**config.mk**
```make
export PLATFORM = sky130hd
export DESIGN_NAME = mips_multicycle_ctrl
export DESIGN_NICKNAME = d
export VERILOG_FILES = /design/src/rtl/mips_multicycle_ctrl.sv
export SDC_FILE = /design/constraint.sdc
export NUM_CORES = 1
export LEC_CHECK = 0
export BUFFER_PORTS_ARGS = -buffer_cell sky130_fd_sc_hd__buf_2
export CAP_MARGIN = 20
export CORE_MARGIN = 2
export CORE_UTILIZATION = 30
export CTS_BUF_LIST = sky130_fd_sc_hd__clkbuf_8
export DETAILED_ROUTE_END_ITERATION = 10
export GPL_TIMING_DRIVEN = 0
export SKIP_CTS_REPAIR_TIMING = 1
export SLEW_MARGIN = 20
export SYNTH_ARGS = -nofsm -noshare
export SYNTH_HDL_FRONTEND = slang
export SYNTH_SLANG_ARGS = --single-unit
```
**constraint.sdc**
```tcl
create_clock -name clk -period 2.3 [get_ports clk]
set_clock_uncertainty 0.05 [all_clocks]
set_input_delay 0.23 -clock clk [delete_from_list [all_inputs] [get_ports clk]]
set_output_delay 0.23 -clock clk [all_outputs]
set_load 0.03 [all_outputs]
```
**src/rtl/mips_multicycle_ctrl.sv**
```systemverilog
// Main control FSM for the multi-cycle MIPS datapath: one Moore-decoded step per clock,
// stalling in the memory states until mem_ready, with a one-cycle illegal-opcode pulse.
module mips_multicycle_ctrl (
   input  logic       clk,
   input  logic       clr,
   input  logic [5:0] opcode,
   input  logic       mem_ready,
   output logic       pc_write,
   output logic       pc_write_cond,
   output logic       iord,
   output logic       mem_read,
   output logic       mem_write,
   output logic       ir_write,
   output logic       mem_to_reg,
   output logic       reg_dst,
   output logic       reg_write,
   output logic       alu_src_a,
   output logic [1:0] alu_src_b,
   output logic [1:0] alu_op,
   output logic [1:0] pc_source,
   output logic [3:0] state,
   output logic       illegal
);

   localparam logic [5:0] OPC_RTYPE = 6'b000000;
   localparam logic [5:0] OPC_LW    = 6'b100011;
   localparam logic [5:0] OPC_SW    = 6'b101011;
   localparam logic [5:0] OPC_BEQ   = 6'b000100;
   localparam logic [5:0] OPC_J     = 6'b000010;
   localparam logic [5:0] OPC_ADDI  = 6'b001000;

   typedef enum logic [3:0] {
      S_FETCH     = 4'd0,
      S_DECODE    = 4'd1,
      S_MEM_ADDR  = 4'd2,
      S_MEM_READ  = 4'd3,
      S_MEM_WB    = 4'd4,
      S_MEM_WRITE = 4'd5,
      S_EXECUTE   = 4'd6,
      S_R_WB      = 4'd7,
      S_BRANCH    = 4'd8,
      S_JUMP      = 4'd9,
      S_IMM_EXEC  = 4'd10,
      S_IMM_WB    = 4'd11
   } state_t;

   state_t cur_state;
   state_t next_state;

   always_ff @(posedge clk) begin
      if (clr)
         cur_state <= S_FETCH;
      else
         cur_state <= next_state;
   end

   // Outputs are pure state decode except the FETCH ir/pc loads and the illegal pulse;
   // clr overrides everything so an in-flight write is dropped in the same cycle.
   always_comb begin
      next_state    = cur_state;
      pc_write      = 1'b0;
      pc_write_cond = 1'b0;
      iord          = 1'b0;
      mem_read      = 1'b0;
      mem_write     = 1'b0;
      ir_write      = 1'b0;
      mem_to_reg    = 1'b0;
      reg_dst       = 1'b0;
      reg_write     = 1'b0;
      alu_src_a     = 1'b0;
      alu_src_b     = 2'b00;
      alu_op        = 2'b00;
      pc_source     = 2'b00;
      illegal       = 1'b0;

      case (cur_state)
         S_FETCH: begin
            mem_read  = 1'b1;
            alu_src_b = 2'b01;
            ir_write  = mem_ready;
            pc_write  = mem_ready;
            if (mem_ready)
               next_state = S_DECODE;
         end
         S_DECODE: begin
            alu_src_b = 2'b11;
            case (opcode)
               OPC_LW, OPC_SW: next_state = S_MEM_ADDR;
               OPC_RTYPE:      next_state = S_EXECUTE;
               OPC_BEQ:        next_state = S_BRANCH;
               OPC_J:          next_state = S_JUMP;
               OPC_ADDI:       next_state = S_IMM_EXEC;
               default: begin
                  next_state = S_FETCH;
                  illegal    = 1'b1;
               end
            endcase
         end
         S_MEM_ADDR: begin
            alu_src_a = 1'b1;
            alu_src_b = 2'b10;
            // A corrupted opcode here abandons the access rather than guessing.
            if (opcode == OPC_LW)
               next_state = S_MEM_READ;
            else if (opcode == OPC_SW)
               next_state = S_MEM_WRITE;
            else
               next_state = S_FETCH;
         end
         S_MEM_READ: begin
            mem_read = 1'b1;
            iord     = 1'b1;
            if (mem_ready)
               next_state = S_MEM_WB;
         end
         S_MEM_WB: begin
            reg_write  = 1'b1;
            mem_to_reg = 1'b1;
            next_state = S_FETCH;
         end
         S_MEM_WRITE: begin
            mem_write = 1'b1;
            iord      = 1'b1;
            if (mem_ready)
               next_state = S_FETCH;
         end
         S_EXECUTE: begin
            alu_src_a  = 1'b1;
            alu_op     = 2'b10;
            next_state = S_R_WB;
         end
         S_R_WB: begin
            reg_write  = 1'b1;
            reg_dst    = 1'b1;
            next_state = S_FETCH;
         end
         S_BRANCH: begin
            alu_src_a     = 1'b1;
            alu_op        = 2'b01;
            pc_write_cond = 1'b1;
            pc_source     = 2'b01;
            next_state    = S_FETCH;
         end
         S_JUMP: begin
            pc_write   = 1'b1;
            pc_source  = 2'b10;
            next_state = S_FETCH;
         end
         S_IMM_EXEC: begin
            alu_src_a  = 1'b1;
            alu_src_b  = 2'b10;
            next_state = S_IMM_WB;
         end
         S_IMM_WB: begin
            reg_write  = 1'b1;
            next_state = S_FETCH;
         end
         default: next_state = S_FETCH;
      endcase

      if (clr) begin
         pc_write      = 1'b0;
         pc_write_cond = 1'b0;
         iord          = 1'b0;
         mem_read      = 1'b0;
         mem_write     = 1'b0;
         ir_write      = 1'b0;
         mem_to_reg    = 1'b0;
         reg_dst       = 1'b0;
         reg_write     = 1'b0;
         alu_src_a     = 1'b0;
         alu_src_b     = 2'b00;
         alu_op        = 2'b00;
         pc_source     = 2'b00;
         illegal       = 1'b0;
      end
   end

   assign state = clr ? 4'd0 : cur_state;

endmodule

```
==> metrics.md <==
| Metric | Value |
|---|---|
| Status | completed |
| Final critical-path share of the clock period | 84.82% |
| Reg with most FFs | cur_state |
| First-pass GRT wire length | 2504 um |
| Final setup violation count | 0 |
| Largest stage delay, worst path | 0.35 ns |
| Clk sinks | 4 |
| Synth Cell Area | 563.0 um2 |
| Filler cells | 201 |
| WP data required | 2.02 ns |
| Grt ovf | 0 |
| Initial cell density of the core | 32.26% |
| GP Congestion | 0.8030 |
| Post-synth ARST share | 0% |
| Pwr dens | 383.0 mW/mm2 |
| WL/cell | 11.81 um |
| Sequential area share after synthesis | 14.22% |
| Insertion delay of the later-clocked pin in the worst-skew pair | 0.21 ns |
| Initial antenna violation count | 0 |
| Post-DR vias/cell | 5.175 |
| Data arrival time of the worst path | 1.67 ns |
| Critical path class | reg -> out |
| VDD IR max | 253.0 uV |
| FF-to-FF path depth | 5 |
| Final worst path period need | 1.951 ns |
| Syn avg cell area | 7.038 um2 |
| Gr usage total | 15.26% |
| Multi-input gate area | 432.9 um2 |
| Die outline width | 47.32 um |
| Worst-path fanout max | 10 |
| Buffers and inverters on the worst path | 3 |
| Fmax | 512.6 MHz |
| CTS tree | built |
| Delay-heaviest family, CP | buffers and inverters |
| Max_cap viols | 0 |
| Hold Vio Cnt, Final | 0 |
| Drt first pass iters | 3 |
| CP Cell Sequence | buf_4 -> clkbuf_1 -> o311ai_0 -> nor3b_2 -> buf_2 |
| ANT nets after route | 0 |
| Seq. cell area | 80.08 um2 |
| Antenna diodes | 0 |
| Drt drc | 0 |
| RSZ-0062 raised after global routing | false |
| Top flop regs | cur_state: 4 flops |
| WP depth | 5 |
| Worst slack, placed | 0.5628 ns |
| # rows | 15 |
| Core area | 0.001745 mm2 |
| DIE HEIGHT | 47.32 um |
| Final nets | 123 |
| Final setup TNS | 0 ns |
| Top_reg_cell synth | dfxtp_1 |
| Total I/O pin count | 30 |
| Mapped Cells | 80 |
| Number of buffers created by CTS | 3 |
| EDFF count, synth | 0 |
| Slew HR | 70.56% |
| Worst setup margin | 0.3492 ns |
| CP endpoint kind | output pin |
| Slowest library cell on the worst path | clkbuf_1 |
| Startpoint types | register |
| Via count | 709 |
| DRT Wirelength | 1618 um |
| PortBufs | 29 |
| Share of cells above drive strength 1 | 39.29% |
| Largest net degree at the start of global routing | 11 |
| Max reg flops | 4 |
| Flops & latches, synth | 4 |
| Detailed placement HPWL | 1269 um |
| H-tree depth | 1 |
| Layout area overhead | 39.78% |
| Synth Warn # | 0 |
| Syn Nets | 89 |
| Initial drt markers | 5 |
| Root Buffer | clkbuf_8 |
| Slew Limit Fails | 0 |
| Die ar. | 0.002239 mm2 |
| Clock transition at path regs | 0.03 ns |
| LEAKAGE | 0.0003587 uW |
| Clock buffer depth | 2 |
| Vias in the first global route | 553 |
| Distinct cell type count after synthesis | 39 |
| Worst slew pin tran | 0.4360 ns |
| HP Class | in -> reg |
| Min-Delay Path Depth | 3 |
-- cells by family after synthesis --
family | share of synthesized area (%)
compound gates | 27.34
xor+xnor | 4.668
buf+inv | 9.999
flops | 14.22
simple gates | 43.78
-- where the power goes --
| group | internal [uW] | leakage [uW] | switching, uW |
|---|---|---|---|
| clock | 111 | 0.0000216 | 30.8 |
| combinational | 33.1 | 0.000305 | 54.0 |
| sequential | 71.7 | 0.0000325 | 0.739 |
| total | 216 | 0.000359 | 85.5 |
-- metrics by stage --
| step | instances | cell area (um2) | hold WS [ns] | util (%) | power (uW) |
|---|---|---|---|---|---|
| after floorplan | 80 | 569.3 | 0.3558 | - | 132.5 |
| after global placement | 134 | 745.7 | 0.5381 | 42.72 | 159.7 |
| after detailed placement | 134 | 745.7 | 0.5338 | 42.72 | 160.5 |
| after CTS | 137 | 787.0 | 0.3159 | 45.09 | 306.6 |
| after global routing | 137 | 787.0 | 0.3457 | 45.09 | 321.0 |
| final | 137 | 787.0 | 0.3211 | 45.09 | 301.4 |
-- routing by layer --
| layer | up-vias | global-route usage, % | wire (um) |
|---|---|---|---|
| met3 | 0 | 2.308 | 100 |
| met2 | 25 | 24.32 | 706 |
| met4 | 0 | 1.667 | 0 |
| met1 | 313 | 22.22 | 812 |
| li1 | 371 | - | - |
| met5 | - | 0 | 0 |
-- tightest hold or removal path: cells and delay by family --
| kind | cells | cell delay, ns |
|---|---|---|
| buffers and inverters | 1 | 0.12 |
| and+or+nand+nor | 1 | 0.12 |
| AOI/OAI and AO/OA | 1 | 0.05 |
-- cells in the mapped netlist, drive strengths merged, types with 2 or more instances --
| library cell | n | area (um2) |
|---|---|---|
| nor3 | 5 | 25.02 |
| a21oi | 4 | 23.77 |
| nor4 | 5 | 37.53 |
| nand2b | 4 | 25.02 |
| nor2b | 2 | 12.51 |
| and3b | 2 | 17.52 |
| dfxtp | 4 | 80.08 |
| buf | 6 | 37.53 |
| o21ai | 6 | 30.03 |
| clkbuf | 2 | 7.510 |
| nor2 | 7 | 26.28 |
| inv | 3 | 11.26 |
| or3 | 3 | 18.77 |
| or3b | 2 | 20.02 |
| o21bai | 2 | 15.01 |
| xnor2 | 2 | 17.52 |
| nand3 | 4 | 20.02 |
-- area by class of cell --
type                            count  area share [%]
Tap cell                           25           3.975
Timing Repair Buffer               29           18.44
Clock buffer                        3           5.246
Multi-Input combinational cell     65           55.01
Sequential cell                     4           10.17
Inverter                            3           1.431
Buffer                              8           5.723
-- cells in the final DEF (no fill, tap or decap), types with 3 or more instances in the layout --
cell type / Yosys / routed
a21oi_1: 3 / 3
nor2_1: 7 / 7
nor3_1: 5 / 5
clkbuf_8: 0 / 3
nand3_1: 4 / 4
dfxtp_1: 4 / 4
buf_4: 3 / 3
inv_1: 3 / 3
nor4_1: 4 / 4
or3_1: 3 / 3
buf_2: 3 / 32
o21ai_0: 4 / 4
nand2b_1: 4 / 4
-- final timing paths --
path / startpoint / to / slack [ns]
setup / recovery: cur_state[0] / illegal / 0.35
hold / removal: mem_ready / cur_state[1] / 0.32
setup reg to reg: cur_state[0] / cur_state[0] / 0.83
hold reg to reg: cur_state[2] / cur_state[1] / 0.67
Power figures use the tool's default switching activity.
